### src/rtl/pipe_pkg.sv
// Shared types and constants for the pipeline control slice.
// Contents:
//   NREGS      - number of architectural registers tracked by the scoreboard
//   regaddr_t  - 5-bit register address
//   ld_state_t - load FSM states (IDLE, LD_WAIT)
package pipe_pkg;

    localparam int NREGS = 32;

    typedef logic [4:0] regaddr_t;

    typedef enum logic {
        IDLE    = 1'b0,
        LD_WAIT = 1'b1
    } ld_state_t;

endpackage

### src/rtl/pipe_ctrl_if.sv
// Bundle of the decode/execute/memory/writeback control signals seen by
// pipe_ctrl.
// Modports:
//   master - drives run, id_*, ex_redirect, mem_ack, wb_*; observes outputs
//   slave  - pipe_ctrl side: consumes the above, drives issue, stall, flush,
//            ld_busy and stall_cnt
import pipe_pkg::*;

interface pipe_ctrl_if;

    logic        run;
    logic        id_valid;
    regaddr_t    id_rs1;
    regaddr_t    id_rs2;
    logic        id_use_rs1;
    logic        id_use_rs2;
    regaddr_t    id_rd;
    logic        id_reg_we;
    logic        id_mem_re;
    logic        ex_redirect;
    logic        mem_ack;
    logic        wb_we;
    regaddr_t    wb_rd;

    logic        issue;
    logic        stall;
    logic        flush;
    logic        ld_busy;
    logic [31:0] stall_cnt;

    modport master (
        output run, id_valid, id_rs1, id_rs2, id_use_rs1, id_use_rs2,
               id_rd, id_reg_we, id_mem_re, ex_redirect, mem_ack, wb_we, wb_rd,
        input  issue, stall, flush, ld_busy, stall_cnt
    );

    modport slave (
        input  run, id_valid, id_rs1, id_rs2, id_use_rs1, id_use_rs2,
               id_rd, id_reg_we, id_mem_re, ex_redirect, mem_ack, wb_we, wb_rd,
        output issue, stall, flush, ld_busy, stall_cnt
    );

endinterface

### src/rtl/pipe_ctrl_scoreboard.sv
// Pending-write scoreboard: one bit per register, set when a writer issues
// and cleared when the register file is written back.
// Ports:
//   clk, reset            - clock, asynchronous active-high reset
//   set_en, set_addr      - mark set_addr as pending (address 0 ignored)
//   clr_en, clr_addr      - mark clr_addr as no longer pending
//   rd_addr_a/b           - read port addresses
//   rd_pend_a/b           - registered pending bit for each read address
import pipe_pkg::*;

module scoreboard (
    input  logic     clk,
    input  logic     reset,
    input  logic     set_en,
    input  regaddr_t set_addr,
    input  logic     clr_en,
    input  regaddr_t clr_addr,
    input  regaddr_t rd_addr_a,
    input  regaddr_t rd_addr_b,
    output logic     rd_pend_a,
    output logic     rd_pend_b
);

    logic [NREGS-1:0] pending_q;
    logic [NREGS-1:0] pending_d;

    // Clear is applied before set so a same-edge set/clear leaves the bit set.
    always_comb begin
        pending_d = pending_q;
        if (clr_en)
            pending_d[clr_addr] = 1'b0;
        if (set_en)
            pending_d[set_addr] = 1'b1;
        pending_d[0] = 1'b0;
    end

    always_ff @(posedge clk or posedge reset) begin
        if (reset)
            pending_q <= '0;
        else
            pending_q <= pending_d;
    end

    assign rd_pend_a = pending_q[rd_addr_a];
    assign rd_pend_b = pending_q[rd_addr_b];

endmodule

### src/rtl/pipe_ctrl.sv
// In-order pipeline issue control: RAW hazard scoreboard, blocking load FSM,
// redirect flush counter and a free-running stall-cycle counter.
// Ports:
//   clk    - clock
//   reset  - asynchronous active-high reset
//   bus    - pipe_ctrl_if.slave (decode/EX/MEM/WB inputs; issue, stall,
//            flush, ld_busy, stall_cnt outputs)
// Parameter:
//   FLUSH_DEPTH - cycles flush stays high after a redirect (1..7)
// Configuration macro:
//   PIPE_CTRL_BYPASS_EN - when defined, a source being written back in the
//   same cycle is not a hazard (write-first register file).
import pipe_pkg::*;

module pipe_ctrl #(
    parameter int FLUSH_DEPTH = 2
) (
    input logic        clk,
    input logic        reset,
    pipe_ctrl_if.slave bus
);

    localparam logic [2:0] FLUSH_LOAD = 3'(FLUSH_DEPTH);

    ld_state_t   state_q, state_d;
    logic [2:0]  flush_cnt_q;
    logic [31:0] stall_cnt_q;

    logic pend_rs1, pend_rs2;
    logic hazard, issue, stall, flush, ld_busy;
    logic sb_set, sb_clr;

    assign sb_set = issue & bus.id_reg_we;
    assign sb_clr = bus.wb_we & bus.run;

    scoreboard u_sb (
        .clk       (clk),
        .reset     (reset),
        .set_en    (sb_set),
        .set_addr  (bus.id_rd),
        .clr_en    (sb_clr),
        .clr_addr  (bus.wb_rd),
        .rd_addr_a (bus.id_rs1),
        .rd_addr_b (bus.id_rs2),
        .rd_pend_a (pend_rs1),
        .rd_pend_b (pend_rs2)
    );

`ifdef PIPE_CTRL_BYPASS_EN
    // A source retiring this cycle is forwarded by the write-first RF.
    logic byp_rs1, byp_rs2;
    assign byp_rs1 = sb_clr & (bus.wb_rd == bus.id_rs1);
    assign byp_rs2 = sb_clr & (bus.wb_rd == bus.id_rs2);
    assign hazard  = (bus.id_use_rs1 & pend_rs1 & ~byp_rs1) |
                     (bus.id_use_rs2 & pend_rs2 & ~byp_rs2);
`else
    assign hazard  = (bus.id_use_rs1 & pend_rs1) |
                     (bus.id_use_rs2 & pend_rs2);
`endif

    assign flush   = (flush_cnt_q != 3'd0);
    assign ld_busy = (state_q == LD_WAIT);
    assign issue   = bus.run & bus.id_valid & ~hazard & ~flush & ~ld_busy & ~reset;
    assign stall   = reset | (bus.id_valid & ~issue);

    // Load FSM: one outstanding load blocks issue until its data returns.
    always_comb begin
        state_d = state_q;
        case (state_q)
            IDLE:    if (issue & bus.id_mem_re)   state_d = LD_WAIT;
            LD_WAIT: if (bus.run & bus.mem_ack)   state_d = IDLE;
            default:                              state_d = IDLE;
        endcase
    end

    always_ff @(posedge clk or posedge reset) begin
        if (reset)
            state_q <= IDLE;
        else
            state_q <= state_d;
    end

    // Redirect reloads the counter even mid-flush, extending the bubble.
    always_ff @(posedge clk or posedge reset) begin
        if (reset)
            flush_cnt_q <= 3'd0;
        else if (bus.run & bus.ex_redirect)
            flush_cnt_q <= FLUSH_LOAD;
        else if (bus.run && flush_cnt_q != 3'd0)
            flush_cnt_q <= flush_cnt_q - 3'd1;
    end

    always_ff @(posedge clk or posedge reset) begin
        if (reset)
            stall_cnt_q <= '0;
        else if (bus.run & stall)
            stall_cnt_q <= stall_cnt_q + 32'd1;
    end

    assign bus.issue     = issue;
    assign bus.stall     = stall;
    assign bus.flush     = flush;
    assign bus.ld_busy   = ld_busy;
    assign bus.stall_cnt = stall_cnt_q;

endmodule

### src/flat_wrapper.sv
// flat-port wrapper written by rule: the top's interface ports become plain ports
module pipe_ctrl_flat 
#(
    parameter int FLUSH_DEPTH = 2
)
  (clk, reset, bus_run, bus_id_valid, bus_id_rs1, bus_id_rs2, bus_id_use_rs1, bus_id_use_rs2, bus_id_rd, bus_id_reg_we, bus_id_mem_re, bus_ex_redirect, bus_mem_ack, bus_wb_we, bus_wb_rd, bus_issue, bus_stall, bus_flush, bus_ld_busy, bus_stall_cnt);
  pipe_ctrl_if bus_i ();
  input logic clk;
  input logic reset;
  input wire logic [$bits(bus_i.run)-1:0] bus_run;
  input wire logic [$bits(bus_i.id_valid)-1:0] bus_id_valid;
  input wire logic [$bits(bus_i.id_rs1)-1:0] bus_id_rs1;
  input wire logic [$bits(bus_i.id_rs2)-1:0] bus_id_rs2;
  input wire logic [$bits(bus_i.id_use_rs1)-1:0] bus_id_use_rs1;
  input wire logic [$bits(bus_i.id_use_rs2)-1:0] bus_id_use_rs2;
  input wire logic [$bits(bus_i.id_rd)-1:0] bus_id_rd;
  input wire logic [$bits(bus_i.id_reg_we)-1:0] bus_id_reg_we;
  input wire logic [$bits(bus_i.id_mem_re)-1:0] bus_id_mem_re;
  input wire logic [$bits(bus_i.ex_redirect)-1:0] bus_ex_redirect;
  input wire logic [$bits(bus_i.mem_ack)-1:0] bus_mem_ack;
  input wire logic [$bits(bus_i.wb_we)-1:0] bus_wb_we;
  input wire logic [$bits(bus_i.wb_rd)-1:0] bus_wb_rd;
  output wire logic [$bits(bus_i.issue)-1:0] bus_issue;
  output wire logic [$bits(bus_i.stall)-1:0] bus_stall;
  output wire logic [$bits(bus_i.flush)-1:0] bus_flush;
  output wire logic [$bits(bus_i.ld_busy)-1:0] bus_ld_busy;
  output wire logic [$bits(bus_i.stall_cnt)-1:0] bus_stall_cnt;
  assign bus_i.run = bus_run;
  assign bus_i.id_valid = bus_id_valid;
  assign bus_i.id_rs1 = bus_id_rs1;
  assign bus_i.id_rs2 = bus_id_rs2;
  assign bus_i.id_use_rs1 = bus_id_use_rs1;
  assign bus_i.id_use_rs2 = bus_id_use_rs2;
  assign bus_i.id_rd = bus_id_rd;
  assign bus_i.id_reg_we = bus_id_reg_we;
  assign bus_i.id_mem_re = bus_id_mem_re;
  assign bus_i.ex_redirect = bus_ex_redirect;
  assign bus_i.mem_ack = bus_mem_ack;
  assign bus_i.wb_we = bus_wb_we;
  assign bus_i.wb_rd = bus_wb_rd;
  assign bus_issue = bus_i.issue;
  assign bus_stall = bus_i.stall;
  assign bus_flush = bus_i.flush;
  assign bus_ld_busy = bus_i.ld_busy;
  assign bus_stall_cnt = bus_i.stall_cnt;
  pipe_ctrl #(.FLUSH_DEPTH(FLUSH_DEPTH)) u_core (.clk(clk), .reset(reset), .bus(bus_i));
endmodule
### config.mk
export PLATFORM = sky130hd
export DESIGN_NAME = pipe_ctrl_flat
export DESIGN_NICKNAME = d
export VERILOG_FILES = /design/src/rtl/pipe_pkg.sv /design/src/rtl/pipe_ctrl_if.sv /design/src/rtl/pipe_ctrl_scoreboard.sv /design/src/rtl/pipe_ctrl.sv /design/src/flat_wrapper.sv
export SDC_FILE = /design/constraint.sdc
export NUM_CORES = 1
export LEC_CHECK = 0
export CAP_MARGIN = 20
export CORE_MARGIN = 2
export CORE_UTILIZATION = 51
export DETAILED_ROUTE_END_ITERATION = 12
export PLACE_DENSITY_LB_ADDON = 0.3
export SYNTH_ARGS = -nofsm -noshare
export SYNTH_HDL_FRONTEND = slang
export SYNTH_SLANG_ARGS = --single-unit
### constraint.sdc
create_clock -name clk -period 4 [get_ports clk]
set_clock_uncertainty 0.1 [all_clocks]
set_input_delay 0.8 -clock clk [delete_from_list [all_inputs] [get_ports clk]]
set_output_delay 0.8 -clock clk [all_outputs]
set_load 0.02 [all_outputs]
Word-level counts from Yosys, hierarchy flattened. Index checks and enable logic that the tools add are counted. W data, S select, Z words.

Input bits: 31. Register bits: 67. Output and inout port bits: 36.

Add/subtract/negate cells: 2. Magnitude comparators: 6. Reductions and logical operators: 5. Multiplexer cells: 15. Bitwise operators: 24.

Operator list (number): $mux W32 (2); $add A32 B1 Y32 const B (1); $and A32 B32 Y32 (1); $not A32 Y32 (1); $or A32 B32 Y32 (1); $lt A5 B6 Y1 const B (4); $and A1 B1 Y1 (14); $bmux W1 S5 (2); $demux W1 S5 (2); $ge A5 B1 Y1 const B (2); $mux W1 (6); $mux W3 (2); $not A1 Y1 (5); $logic_and A1 B1 Y1 (3); $reduce_bool A3 Y1 (1); $sub A3 B1 Y3 const B (1); $or A1 B1 Y1 (2); $pmux W1 S2 (1); $reduce_bool A2 Y1 (1).

Logic depth before layout (Yosys ltp).
Depth after elaboration: 13. Gate-level depth with buffers: 11. Mapped depth without buffers: 10.

Modules after synthesis. Synthesis repeated with hierarchy kept, for this count alone.

Cells, all modules: 366. Area, all modules: 3671.0 um2.

By module, submodules not included: scoreboard (seq. area each 775.7 um2, area each 1849.3 um2, cells an instance 193, instances 1); pipe_ctrl (seq. area each 900.9 um2, area each 1821.7 um2, cells an instance 173, instances 1).

Least setup slack after synthesis. OpenSTA, ideal clock, no wires.

Kind: input-to-output. Start point: input bus_id_rs2[1]. End point: output bus_stall. Path buffers: 1. Required time: 3100 ps. Stages: 8. Slack: 748 ps. Arrival: 2352 ps. Path through: buf_2 > mux4_2 > mux2i_1 > nand4b_1 > o311a_1 > a22o_1 > a21oi_1 > inv_1.

Word-level cells in the longest chain between the ends: 12.

RTL lines: start, declared (line flat_wrapper.sv:13) `input wire logic [$bits(bus_i.id_rs2)-1:0] bus_id_rs2;`; $bmux W1 S5 (line pipe_ctrl_scoreboard.sv:45) `assign rd_pend_b = pending_q[rd_addr_b];`; $mux W1 (implied by the code) (line pipe_ctrl_scoreboard.sv:45); $and A1 B1 Y1 (line pipe_ctrl.sv:58) `(bus.id_use_rs2 & pend_rs2);`; $or A1 B1 Y1 (line pipe_ctrl.sv:57) `assign hazard = (bus.id_use_rs1 & pend_rs1) |`; $not A1 Y1 (line pipe_ctrl.sv:63) `assign issue = bus.run & bus.id_valid & ~hazard & ~flush & ~ld_busy & ~reset;`; $and A1 B1 Y1 (4 in series) (line pipe_ctrl.sv:63); $not A1 Y1 (line pipe_ctrl.sv:64) `assign stall = reset | (bus.id_valid & ~issue);`; $and A1 B1 Y1 (line pipe_ctrl.sv:64); $or A1 B1 Y1 (line pipe_ctrl.sv:64); end, declared (line flat_wrapper.sv:24) `output wire logic [$bits(bus_i.stall)-1:0] bus_stall;`.

Every way passes these cells. The select of a mux whose other input is x is not followed.

Worst setup path in the final report.
Start point: input bus_id_rs2[1]. End point: output bus_issue.

Word-level cells in the longest chain between the ends: 9.

RTL lines: $bmux W1 S5 (line pipe_ctrl_scoreboard.sv:45); $mux W1 (implied by the code) (line pipe_ctrl_scoreboard.sv:45); $and A1 B1 Y1 (line pipe_ctrl.sv:58); $or A1 B1 Y1 (line pipe_ctrl.sv:57); $not A1 Y1 (line pipe_ctrl.sv:63); $and A1 B1 Y1 (4 in series) (line pipe_ctrl.sv:63); end, declared (line flat_wrapper.sv:23) `output wire logic [$bits(bus_i.issue)-1:0] bus_issue;`.

Every way passes these cells. The select of a mux whose other input is x is not followed.

==> run_results.csv <==
group,metric,value,unit
status,status,"finished clean",
global_routing,grt_pass1_vias,3175,
placement,gp_congestion,0.966,
power,clkPwrFrac,32.9,%
sta,worst_slew_pin_slew,0.790,ns
routing,dr_wl_met3,623,um
floorplanning,pin_count,67,
sta,period_share,97.3,%
routing,wire_per_inst,17.7,um
critical_path,startpoint_type,"input port",
synth,synth_top_family_by_area,"simple AND/OR/NAND/NOR gates",
cells_and_area,drive_above_1_share,13.6,%
global_routing,grt-ovfl-total,0,
cells_and_area,final_area,0.00472,mm^2
cells_and_area,layout_common_cells,"67 x dfrtp_1, 63 x clkdlybuf4s50_1, 48 x o21ai_0",
synth,synthFlopType,"dfrtp_1",
cells_and_area,final_nets,471,
critical_path,cp.required,3.10,ns
critical_path,worstRegToRegCells,11,
critical_path,cp_slowest_cell,"clkdlybuf4s50_1",
synth,ys_ff_latch,67,
synth,synthesis.area,0.00365,mm^2
synth,synthCells,358,
sta,worst_hold_slack,0.376,ns
min_path,min_path_type,"flop to flop",
synth,synth_compound_area_share,13.6,%
global_routing,antenna_found_initial,0,
power,swShare,30.8,%
clock_network,cts_buffer_depth,2,
synth,syn_avg_cell_area,10.2,um^2
sta,fin_ws,0.106,ns
synth,yosysSeqAreaShare,45.9,%
sta,finalHoldViolations,0,
power,power.density,399,mW/mm^2
cells_and_area,fillers,525,
synth,synth_fa_ha_area_share,1.03,%
cells_and_area,multi_input_area,0.00186,mm^2
floorplanning,core,0.00687,mm^2
floorplanning,die_x,88.6,um
synth,syn-num-nets,392,
routing,top_layer,"met4",
sta,final.min_clock_period,3.89,ns
power,p_int,1.30,mW
routing,drtPass1Iterations,4,
routing,drt_iter0_drc,295,
floorplanning,core.rowCount,30,
critical_path,max_stage_delay,0.50,ns
routing,met2_wirelength,4.48,mm
synth,synth-edff-count,0,
routing,wl_met1,4.24,mm
power,leakagePower,1.99,nW
routing,viasPerCell,5.98,
sta,fmax,0.257,GHz
power,p_seq_share,42.7,%
global_routing,grtUsageTotal,25.9,%
placement,dp_slack,-0.224,ns
clock_network,cts_made_buffers,9,
power,netSwitchingPower,0.579,mW
critical_path,worstPathCellList,"clkdlybuf4s50_1, buf_12, mux4_2, mux2i_1, nand4b_1, o311a_1, a22o_1, inv_1, dlygate4sd2_1",
power,ir_worst_vdd,0.000350,V
critical_path,critPathMaxFanout,11,
clock_network,insertion_delay,0.34,ns
global_routing,grt_max_degree,36,
sta,slew_headroom,47.2,%
critical_path,critPathKind,"input port to output pin",
clock_network,cts_tree,"yes",
clock_network,cts_sinks,67,
clock_network,cts_setup_buffers,0,
floorplanning,die_h,88.6,um
power,p_comb_share,24.4,%
routing,routed_wl,9.55,mm
routing,antenna_left,0,
clock_network,path_clk_slew,0.08,ns
sta,fin_tns_setup,0,ns
synth,synth.area.mux_share,9.70,%
cells_and_area,final_common_cell,"dfrtp_1",
placement,hpwl,6.79,mm
cells_and_area,antenna_cells,0,
synth,synthSimpleGateAreaFrac,19.2,%
sta,slew_violations,0,
placement,io_buffers,66,
routing,drc,0,
synth,asyncSetResetFlopFracSynth,100,%
flow_run,cap_violations,0,
floorplanning,die-area,0.00785,mm^2
cells_and_area,synthToLayoutAreaGrowth,29.3,%
critical_path,worst_setup_path_end_kind,"output pin",
sta,rsz0062_at_grt,"false",
min_path,holdPathStages,2,
critical_path,arrival,2.99,ns
cells_and_area,seqCellArea,0.00168,mm^2
synth,yosysWarnings,0,
floorplanning,start_util,53.2,%
clock_network,cts-htree-levels,3,
clock_network,cts_root_buf,"clkbuf_8",
sta,setup_viol,0,
routing,num_vias,3218,
synth,synthXorXnorAreaFrac,7.44,%
synth,yosysUniqueCellTypes,47,
global_routing,grt_pass1_wl,15.5,mm
placement,dpl_cell_area,0.00451,mm^2
[worst max-delay path, delay by kind of cell]
kind | cells | cell delay (ns)
mux | 2 | 0.64
buf+inv | 4 | 1.04
compound gates | 2 | 0.40
simple gates | 1 | 0.11
[synth_stat cells (6+ instances only)]
cell	count	area [um^2]
and3_1	11	68.8
buf_2	10	50.1
dfrtp_1	67	1680
inv_1	8	30.0
mux2_2	7	78.8
mux2i_1	14	140
mux4_2	6	135
nand2_1	22	82.6
nand3_1	23	115
nand3b_1	6	45.0
nand4_1	20	125
nor2_1	9	33.8
o21ai_0	48	240
o21ai_1	8	40.0
o21ai_2	8	70.1
xnor2_1	30	263
[power by group through the flow]
stage	logic [mW]	clock network, mW	registers (mW)
floorplan	0.234	0	0.840
global placement	0.445	0	0.815
detailed placement	0.459	0	0.815
CTS	0.461	0.627	0.803
global route	0.498	0.656	0.814
finish	0.459	0.619	0.804
[stage by stage]
stage	total power, mW	instances	util, %
3_5_place_dp	1.27	522	65.6
2_1_floorplan	1.07	358	-
4_1_cts	1.89	538	68.8
3_3_place_gp	1.26	522	65.6
6_report	1.88	538	68.7
5_1_grt	1.97	538	68.7
[routing by layer]
layer / up-vias / GRT usage [%]
met4: 0 / 10.7
met5: - / 0
met1: 1604 / 35.9
met2: 118 / 39.8
met3: 19 / 5.32
li1: 1477 / -
[sequential cells by signal, indices dropped and copies added (netlist names)]
signal / count
u_core.u_sb.pending_q: 31
u_core.bus.stall_cnt: 32
u_core.bus.ld_busy: 1
u_core.flush_cnt_q: 3
[area by class of cell]
cell class | instances | share of cell area, %
inverters | 8 | 0.636
clock inverters | 6 | 1.88
clock buffers | 10 | 2.70
repair buffers | 84 | 17.3
flip-flops and latches | 67 | 35.5
well taps | 96 | 2.54
multi-input cells | 267 | 39.4
[repair_timing]
item | in CTS | in global routing
setup endpoints to repair | 2 | 1
hold buffers | 0 | 0
endpoints found under the hold margin | 0 | 0
resized for setup | 3 | 2
[final timing paths]
path,startpoint,end,slack [ns]
max in group asynchronous,reset,u_core.u_sb.pending_q[10],2.23
setup reg to reg,u_core.flush_cnt_q[0],u_core.u_sb.pending_q[21],1.11
hold / removal,u_core.flush_cnt_q[0],u_core.flush_cnt_q[0],0.38
min in group asynchronous,reset,u_core.bus.stall_cnt[12],0.94
hold reg to reg,u_core.flush_cnt_q[0],u_core.flush_cnt_q[0],0.38
setup / recovery,bus_id_rs2[1],bus_issue,0.11
[cells by family after synthesis]
family / after synthesis
xor+xnor: 31
mux: 27
fa+ha+maj: 3
simple gates: 123
compound gates: 83
flops: 67
buf+inv: 24
Note: power is estimated with default switching activity, not from simulation.
